$ cat config.mk
export PLATFORM = sky130hd
export DESIGN_NAME = hill_text_blocker_flat
export DESIGN_NICKNAME = d
export VERILOG_FILES = /design/src/rtl/hill_text_blocker_if.sv /design/src/rtl/hill_text_blocker.sv /design/src/flat_wrapper.sv
export SDC_FILE = /design/constraint.sdc
export NUM_CORES = 1
export LEC_CHECK = 0
export ABC_AREA = 1
export BUFFER_PORTS_ARGS = -buffer_cell sky130_fd_sc_hd__buf_2
export CAP_MARGIN = 20
export CORE_ASPECT_RATIO = 0.9
export CORE_MARGIN = 2
export CORE_UTILIZATION = 55
export CTS_CLUSTER_SIZE = 14
export DETAILED_ROUTE_END_ITERATION = 16
export PLACE_DENSITY = 0.8
export SYNTH_ARGS = -nofsm -noshare
export SYNTH_HDL_FRONTEND = slang
export SYNTH_SLANG_ARGS = --single-unit
$ cat constraint.sdc
create_clock -name clk -period 2.4 [get_ports clk]
set_clock_uncertainty 0.05 [all_clocks]
set_input_delay 0.48 -clock clk [delete_from_list [all_inputs] [get_ports clk]]
set_output_delay 0.48 -clock clk [all_outputs]
set_load 0.03 [all_outputs]
$ cat src/rtl/hill_text_blocker_if.sv
// Character stream in, cipher buffer/handshake out, plus status.
// The blocker sits on the slave side; the feeder/cipher environment drives the master side.
interface hill_text_blocker_if #(
  parameter int DATA_WIDTH = 8,
  parameter int BLOCK_SIZE = 3,
  parameter int CNT_WIDTH  = 16
);
  localparam int ADDR_W = (BLOCK_SIZE > 1) ? $clog2(BLOCK_SIZE) : 1;

  logic [DATA_WIDTH-1:0] char_in;
  logic                  char_valid;
  logic                  char_last;
  logic                  char_ready;
  logic [DATA_WIDTH-1:0] text_in;
  logic [ADDR_W-1:0]     text_in_addr;
  logic                  text_in_wen;
  logic                  cipher_start;
  logic                  cipher_done;
  logic [CNT_WIDTH-1:0]  blocks_sent;
  logic                  msg_done;
  logic                  busy;
  logic                  timeout_err;

  modport slave (
    input  char_in, char_valid, char_last, cipher_done,
    output char_ready, text_in, text_in_addr, text_in_wen, cipher_start,
           blocks_sent, msg_done, busy, timeout_err
  );

  modport master (
    output char_in, char_valid, char_last, cipher_done,
    input  char_ready, text_in, text_in_addr, text_in_wen, cipher_start,
           blocks_sent, msg_done, busy, timeout_err
  );
endinterface

$ cat src/rtl/hill_text_blocker.sv
// Hill-cipher feeder: filters letters, folds to uppercase, packs BLOCK_SIZE-letter
// blocks into the cipher buffer, pads the final block, fires the cipher and waits
// (with timeout) for its done pulse.
module hill_text_blocker #(
  parameter int                    BLOCK_SIZE     = 3,
  parameter int                    DATA_WIDTH     = 8,
  parameter logic [DATA_WIDTH-1:0] PAD_CHAR       = DATA_WIDTH'(8'h58),
  parameter int                    TIMEOUT_CYCLES = 256,
  parameter int                    CNT_WIDTH      = 16
) (
  input  logic                clk,
  input  logic                rst,
  hill_text_blocker_if.slave  bus
);
  localparam int ADDR_W = (BLOCK_SIZE > 1) ? $clog2(BLOCK_SIZE) : 1;
  localparam int TC_W   = $clog2(TIMEOUT_CYCLES);

  typedef enum logic [1:0] {LOAD, PAD, FIRE, WAIT} state_t;

  state_t                state, state_nxt;
  logic [ADDR_W-1:0]     fill, fill_nxt;
  logic                  last_pending, last_nxt;
  logic [TC_W-1:0]       tcnt, tcnt_nxt;
  logic                  wr, start_nxt, done_nxt, sent_inc, to_set;
  logic [DATA_WIDTH-1:0] wr_data;

  logic [DATA_WIDTH-1:0] text_q;
  logic [ADDR_W-1:0]     addr_q;
  logic                  wen_q, start_q, msg_q, to_q;
  logic [CNT_WIDTH-1:0]  sent_q;

  logic                  accept, is_upper, is_lower, is_letter, fill_last;
  logic [DATA_WIDTH-1:0] ch_up;

  assign accept    = bus.char_valid && (state == LOAD);
  assign is_upper  = (bus.char_in >= DATA_WIDTH'(65)) && (bus.char_in <= DATA_WIDTH'(90));
  assign is_lower  = (bus.char_in >= DATA_WIDTH'(97)) && (bus.char_in <= DATA_WIDTH'(122));
  assign is_letter = is_upper || is_lower;
  assign ch_up     = is_lower ? bus.char_in - DATA_WIDTH'(32) : bus.char_in;
  assign fill_last = (fill == ADDR_W'(BLOCK_SIZE - 1));

  // Next-state and per-cycle control decode; fill wraps to 0 as the block's last slot is written.
  always_comb begin
    state_nxt = state;
    fill_nxt  = fill;
    last_nxt  = last_pending;
    tcnt_nxt  = tcnt;
    wr        = 1'b0;
    wr_data   = ch_up;
    start_nxt = 1'b0;
    done_nxt  = 1'b0;
    sent_inc  = 1'b0;
    to_set    = 1'b0;
    case (state)
      LOAD: if (accept) begin
        if (is_letter) begin
          wr       = 1'b1;
          fill_nxt = fill_last ? '0 : fill + ADDR_W'(1);
          if (fill_last) state_nxt = FIRE;
        end
        if (bus.char_last) begin
          last_nxt = 1'b1;
          if (is_letter && fill_last) state_nxt = FIRE;
          else if (fill_nxt != '0)    state_nxt = PAD;
          else begin
            // nothing buffered: message ends here without another block
            done_nxt = 1'b1;
            last_nxt = 1'b0;
          end
        end
      end
      PAD: begin
        wr      = 1'b1;
        wr_data = PAD_CHAR;
        if (fill_last) begin
          fill_nxt  = '0;
          state_nxt = FIRE;
        end else begin
          fill_nxt = fill + ADDR_W'(1);
        end
      end
      FIRE: begin
        start_nxt = 1'b1;
        tcnt_nxt  = '0;
        state_nxt = WAIT;
      end
      WAIT: begin
        if (bus.cipher_done) begin
          sent_inc  = 1'b1;
          fill_nxt  = '0;
          done_nxt  = last_pending;
          last_nxt  = 1'b0;
          state_nxt = LOAD;
        end else if (tcnt == TC_W'(TIMEOUT_CYCLES - 1)) begin
          // cipher hung: drop the block and the message tail
          to_set    = 1'b1;
          fill_nxt  = '0;
          last_nxt  = 1'b0;
          state_nxt = LOAD;
        end else begin
          tcnt_nxt = tcnt + TC_W'(1);
        end
      end
    endcase
  end

  // State register.
  always_ff @(posedge clk) begin
    if (rst) state <= LOAD;
    else     state <= state_nxt;
  end

  // Datapath and registered outputs; reset aborts any in-flight block.
  always_ff @(posedge clk) begin
    if (rst) begin
      fill         <= '0;
      last_pending <= 1'b0;
      tcnt         <= '0;
      text_q       <= '0;
      addr_q       <= '0;
      wen_q        <= 1'b0;
      start_q      <= 1'b0;
      msg_q        <= 1'b0;
      sent_q       <= '0;
      to_q         <= 1'b0;
    end else begin
      fill         <= fill_nxt;
      last_pending <= last_nxt;
      tcnt         <= tcnt_nxt;
      wen_q        <= wr;
      start_q      <= start_nxt;
      msg_q        <= done_nxt;
      if (wr) begin
        text_q <= wr_data;
        addr_q <= fill;
      end
      if (sent_inc) sent_q <= sent_q + CNT_WIDTH'(1);
      if (to_set)   to_q   <= 1'b1;
    end
  end

  assign bus.char_ready   = (state == LOAD);
  assign bus.busy         = (state != LOAD);
  assign bus.text_in      = text_q;
  assign bus.text_in_addr = addr_q;
  assign bus.text_in_wen  = wen_q;
  assign bus.cipher_start = start_q;
  assign bus.msg_done     = msg_q;
  assign bus.blocks_sent  = sent_q;
  assign bus.timeout_err  = to_q;
endmodule

$ cat src/flat_wrapper.sv
// flat-port wrapper written by rule: the top's interface ports become plain ports
module hill_text_blocker_flat 
#(
  parameter int                    BLOCK_SIZE     = 3,
  parameter int                    DATA_WIDTH     = 8,
  parameter logic [DATA_WIDTH-1:0] PAD_CHAR       = DATA_WIDTH'(8'h58),
  parameter int                    TIMEOUT_CYCLES = 256,
  parameter int                    CNT_WIDTH      = 16
)
  (clk, rst, bus_char_in, bus_char_valid, bus_char_last, bus_cipher_done, bus_char_ready, bus_text_in, bus_text_in_addr, bus_text_in_wen, bus_cipher_start, bus_blocks_sent, bus_msg_done, bus_busy, bus_timeout_err);
  hill_text_blocker_if #(.DATA_WIDTH(DATA_WIDTH), .BLOCK_SIZE(BLOCK_SIZE), .CNT_WIDTH(CNT_WIDTH)) bus_i ();
  input  logic clk;
  input  logic rst;
  input wire logic [$bits(bus_i.char_in)-1:0] bus_char_in;
  input wire logic [$bits(bus_i.char_valid)-1:0] bus_char_valid;
  input wire logic [$bits(bus_i.char_last)-1:0] bus_char_last;
  input wire logic [$bits(bus_i.cipher_done)-1:0] bus_cipher_done;
  output wire logic [$bits(bus_i.char_ready)-1:0] bus_char_ready;
  output wire logic [$bits(bus_i.text_in)-1:0] bus_text_in;
  output wire logic [$bits(bus_i.text_in_addr)-1:0] bus_text_in_addr;
  output wire logic [$bits(bus_i.text_in_wen)-1:0] bus_text_in_wen;
  output wire logic [$bits(bus_i.cipher_start)-1:0] bus_cipher_start;
  output wire logic [$bits(bus_i.blocks_sent)-1:0] bus_blocks_sent;
  output wire logic [$bits(bus_i.msg_done)-1:0] bus_msg_done;
  output wire logic [$bits(bus_i.busy)-1:0] bus_busy;
  output wire logic [$bits(bus_i.timeout_err)-1:0] bus_timeout_err;
  assign bus_i.char_in = bus_char_in;
  assign bus_i.char_valid = bus_char_valid;
  assign bus_i.char_last = bus_char_last;
  assign bus_i.cipher_done = bus_cipher_done;
  assign bus_char_ready = bus_i.char_ready;
  assign bus_text_in = bus_i.text_in;
  assign bus_text_in_addr = bus_i.text_in_addr;
  assign bus_text_in_wen = bus_i.text_in_wen;
  assign bus_cipher_start = bus_i.cipher_start;
  assign bus_blocks_sent = bus_i.blocks_sent;
  assign bus_msg_done = bus_i.msg_done;
  assign bus_busy = bus_i.busy;
  assign bus_timeout_err = bus_i.timeout_err;
  hill_text_blocker #(.BLOCK_SIZE(BLOCK_SIZE), .DATA_WIDTH(DATA_WIDTH), .PAD_CHAR(PAD_CHAR), .TIMEOUT_CYCLES(TIMEOUT_CYCLES), .CNT_WIDTH(CNT_WIDTH)) u_core (.clk(clk), .rst(rst), .bus(bus_i));
endmodule
==> out/qor.yml, run 1 <==
synth_seq_cells: 43
routed.top_layer: "met4"
met2_length_mm: 2.21
slew_headroom: 0.762
drc: 0
hold_viol: 0
vias: 2193
globalRouteOverflowTotal: 0
place_congestion: 0.848
die_h_um: 64.4
power_density_nw_per_um2: 754
dieArea_sq_um: 4580
diodes: 0
worst_slew_pin_slew_ps: 357
final_util: 0.686
io_pins: 45
post-dp-hpwl_mm: 3.89
grt_pass1_wl_mm: 8.60
htree_levels: 2
wl_met3_um: 358
drv_slew: 0
final_cell_mix: "55 x nand2_1, 44 x buf_2, 43 x dfxtp_1"
synth_cell_type_count: 32
clk_latency_ps: 300
final_common_cell: "nand2_1"
syn_nets: 330
drv_cap: 0
ctsResizeCount: 0
crit_family: "simple AND/OR/NAND/NOR gates"
cts-root-buf: "clkbuf_8"
synthCells: 309
crit_buf_inv: 1
wl_mm: 5.05
clk_pin_slew_ps: 90
pre_cts_ws_ps: 395
setup_violations: 0
yosysTopAreaCell: "dfxtp_1"
nets: 380
numCtsBuffers: 5
worstHoldPathType: "reg2reg"
finalWorstSetupSlack_ps: 417
max_freq_ghz: 0.504
max_stage_delay_ps: 410
slowest_stage: "dfxtp_1"
cts_tree: "built"
first_pass_iters: 4
postRouteAntennaNets: 0
cts.sinks: 43
vias_per_cell: 5.40
whs_ps: 394
avgSynthCellArea_sq_um: 7.21
wl_per_cell_um: 12.4
post_cts_buffers: 0
cts_max_path_buffers: 2
finalPower_mw: 1.97
core-area_sq_um: 3810
die_w_um: 71.1
yosys_warnings: 0
postCtsHoldBufs: 0
crit_fanout: 9
critPathLaunchType: "flip-flop"
synth-async-reset-ratio: 0
drive_gt1_frac: 0.214
grt_use_total: 0.233
ys.flop_type: "dfxtp_1"
leakage_nw: 1.18
fin_crit_ps: 1980
crit_type: "reg2reg"
rsz0062_at_grt: "false"
initial_core_util: 0.585
antenna_found_initial: 0
grt_max_degree: 23
synth_area_leaders: "dfxtp_1 39%, nand2_1 9.3%, a21oi_1 7.9%, inv_1 6.7%, o21ai_0 5.4%"
drt_iter0_drc: 140
worstPathArrival_ps: 2120
rows: 21
setup-tns-final_ps: 0
endpoint_kind: "flip-flop"
portBuffers: 44
worst_ep_required_time_ps: 2540
synth-edff-count: 0
grt_pass1_vias: 2042
status: "complete, no violations"
synthToLayoutAreaGrowth_pct: 17.3
synth_seq_area_share: 0.387
wl_met1_mm: 2.43
vdd_ir_drop_max_mv: 0.511
period_share: 0.826
syn_area_sq_um: 2230
cp_cell_sequence: "ha_1 -> nand2_2 -> nor2_1 -> nand2_1 -> nor2_1 -> nand2_1 -> inv_1 -> nand4_1 -> o21ai_0 -> a21oi_1"
synth_top_area_frac: 0.387
## area by class of cell
class / count / area (sq um)
fill: 334 / 1200
multi-input combinational: 220 / 1190
sequential: 43 / 861
timing repair buffer: 46 / 235
inverter: 43 / 164
clock buffer: 7 / 96.3
tap: 46 / 57.6
clock inverter: 1 / 7.51
## worst min-delay path, cell delays in order, from the launching register on
cell and delay [ps]:
dfxtp_1 320, nand2_1 60, nor2_1 30
## kinds of logic (layout without fill, tap and decap cells)
logic type                 after synthesis  after routing  share of synthesized area
and+or+nand+nor                        143            143                      0.317
adders and majority gates                8              8                     0.0449
DFF                                     43             43                      0.387
xor gates and xnor gates                 2              2                    0.00787
AOI/OAI and AO/OA                       67             67                      0.165
buffers and inverters                   46             97                     0.0787
## power by group
group / internal [mW] / switching [mW]
sequential: 0.775 / 0.0364
clock: 0.262 / 0.254
combinational: 0.196 / 0.446
total: 1.23 / 0.737
## synthesized netlist by cell type (3+ instances only)
library cell	number
nor3_2	3
nand3_1	20
nand2_2	4
nor2_2	3
nand2_1	55
nand2_4	3
inv_1	40
ha_1	8
nor3_1	12
clkbuf_1	3
a21oi_1	35
nand4_1	8
o21ai_0	24
dfxtp_1	43
nor2_1	26
## flip-flops by register name, summed over array words and instances (netlist names)
signal                   count
u_core.bus.text_in           8
u_core.bus.text_in_addr      2
u_core.bus.msg_done          1
u_core.bus.text_in_wen       1
u_core.tcnt                  8
u_core.bus.timeout_err       1
u_core.bus.blocks_sent      16
u_core.last_pending          1
u_core.fill                  2
u_core.bus.cipher_start      1
u_core.state                 2
## stage by stage
step,std cells,instance area [sq um]
2_1_floorplan,309,2230
3_3_place_gp,398,2510
3_5_place_dp,398,2510
4_1_cts,406,2610
5_1_grt,406,2610
6_report,406,2610
## per-layer routing
| layer | vias to the layer above | track usage |
|---|---|---|
| met1 | 991 | 0.314 |
| met4 | 0 | 0.0778 |
| li1 | 1122 | - |
| met5 | - | 0 |
| met3 | 5 | 0.0584 |
| met2 | 75 | 0.362 |
## worst paths after layout
path / from / cells past startpoint / to / slack (ps)
min reg2reg: u_core.bus.text_in[5] / 2 / u_core.bus.text_in[5] / 390
max reg2reg: u_core.state[1] / 10 / u_core.bus.blocks_sent[14] / 420
min: u_core.bus.text_in[5] / 2 / u_core.bus.text_in[5] / 390
max: u_core.state[1] / 10 / u_core.bus.blocks_sent[14] / 420
No activity file was read; power rests on OpenSTA's default activity.
==> inputs of run 2 (changes only) <==
- CORE_UTILIZATION: 55 -> 49
- PLACE_DENSITY: 0.8 -> 0.75
- clock period: 2.4 -> 1.76 ns (I/O delays scaled with it)
==> run 2 against run 1 <==
Critical path depth decreased by 5. Via count grew 0.41%. Register-to-register slack worse by 350 ps. Wire length down 0.12%. Power grew 37%. Count of clock-buffer cells in the layout shrank 2. First-iteration DRC count is 20% lower.
==> out/qor.yml, run 2 (synthesized netlist as in run 1, its figures left out) <==
worstHoldPathType: "in2reg"
whs_ps: 260  # -134 ps
fin_crit_ps: 1690
setup-tns-final_ps: 0  # unchanged
globalRouteOverflowTotal: 0  # unchanged
nets: 392  # +3.2%
core-area_sq_um: 4400  # +16%
finalPower_mw: 2.70  # +37%
diodes: 0  # unchanged
initial_core_util: 0.506  # -0.0787
worst_slew_pin_slew_ps: 331  # -26.0 ps
fillers: 391  # +17%
max_freq_ghz: 0.591
cp_cell_sequence: "buf_4 -> inv_1 -> ha_4 -> inv_2 -> buf_6"
post-dp-hpwl_mm: 3.85  # -1.1%
status: "complete, no violations"
rows: 23  # +9.5%
power_density_nw_per_um2: 956  # +27%
cts_max_path_buffers: 2  # unchanged
drt_iter0_drc: 112  # -20%
grt_max_degree: 17  # -26%
cts_tree: "built"
wl_mm: 5.05  # -0.12%
layout.cells.non_filler: 434  # +6.9%
worst_ep_required_time_ps: 1360  # -1180 ps
slew_headroom: 0.778  # +0.0165
place_congestion: 0.842  # -0.70%
clk_latency_ps: 300  # about the same
numCtsBuffers: 5  # unchanged
critPathLaunchType: "flip-flop"
grt_pass1_wl_mm: 8.35  # -2.9%
htree_levels: 2  # unchanged
cts.sinks: 43  # unchanged
dieArea_sq_um: 5100  # +12%
drive_gt1_frac: 0.296  # +0.0818
vias: 2202  # +0.41%
drv_slew: 0  # unchanged
crit_fanout: 7  # -2
clk_pin_slew_ps: 90  # about the same
dpl.cell_count: 422  # +6.0%
postCtsHoldBufs: 0  # unchanged
synthToLayoutAreaGrowth_pct: 26.6
postRouteAntennaNets: 0  # unchanged
drc: 0  # unchanged
worstPathArrival_ps: 1290  # -830 ps
period_share: 0.962
endpoint_kind: "output port"
largest_reg_flops: 16  # unchanged
final_cell_mix: "54 x nand2_1, 43 x buf_2, 38 x inv_1"
setup_violations: 0  # unchanged
placed_cell_area_sq_um: 2590  # +3.4%
leakage_nw: 1.26  # +7.5%
drv_cap: 0  # unchanged
cts-root-buf: "clkbuf_8"
wl_per_cell_um: 11.6  # -6.6%
fin_area_sq_um: 2820  # +7.9%
die_h_um: 68.0  # +5.6%
final_common_cell: "nand2_1"
grt_use_total: 0.211  # -0.0220
grt_pass1_vias: 1969  # -3.6%
crit_type: "reg2out"
max_stage_delay_ps: 370  # -40 ps
first_pass_iters: 4  # unchanged
hold_viol: 0  # unchanged
die_w_um: 75.1  # +5.6%
slowest_stage: "dfxtp_2"
rsz0062_at_grt: "true"
portBuffers: 44  # unchanged
vias_per_cell: 5.07  # -6.1%
antenna_found_initial: 0  # unchanged
io_pins: 45  # unchanged
vdd_ir_drop_max_mv: 0.601  # +18%
run 2: layout make-up:
cell class	count	area (sq um)	area share
Multi-Input combinational cell	220	1280	0.455
Sequential cell	43	872	0.309
Timing Repair Buffer	58	332	0.118
Inverter	43	164	0.0581
Tap cell	62	77.6	0.0275
Clock buffer	5	68.8	0.0244
Clock inverter	3	23.8	0.00843
run 2: worst max-delay path, delay by kind of cell (launching register included):
kind,cells,cell delay [ps]
buffers and inverters,4,440
flip-flops,1,370
adder cells (fa/ha/maj),1,190
run 2: worst paths after layout:
check | from | to | slack, ps | depth (start not counted)
worst max-delay path | u_core.state[1] | bus_busy | 70 | 5
worst min-delay path | rst | u_core.bus.text_in[4] | 260 | 2
worst max register to register | u_core.tcnt[1] | u_core.fill[0] | 70 | 8
worst min register to register | u_core.bus.text_in[5] | u_core.bus.text_in[5] | 390 | 2
run 2: where the power goes:
part           total (mW)  switching (mW)  internal [mW]
registers            1.11          0.0493           1.06
logic               0.938           0.619          0.319
clock network       0.647           0.363          0.284
total                2.70            1.03           1.67
run 2: metrics by stage:
step	util	setup slack, ps
4_1_cts	0.613	31.8
6_report	0.641	66.6
5_1_grt	0.641	-19.8
3_3_place_gp	0.589	19.8
3_5_place_dp	0.589	-30.8
2_1_floorplan	-	41.3
run 2: what timing repair did:
action,in CTS,in global routing
setup endpoints to repair,1,16
buffers inserted,0,4
resized for setup,3,30
pin swaps,0,6
run 2: routing by layer:
metal	track usage	up-vias	wire [um]
met4	0.0603	0	33
met5	0	-	0
li1	-	1151	-
met2	0.319	43	2230
met3	0.0457	5	214
met1	0.300	1003	2570
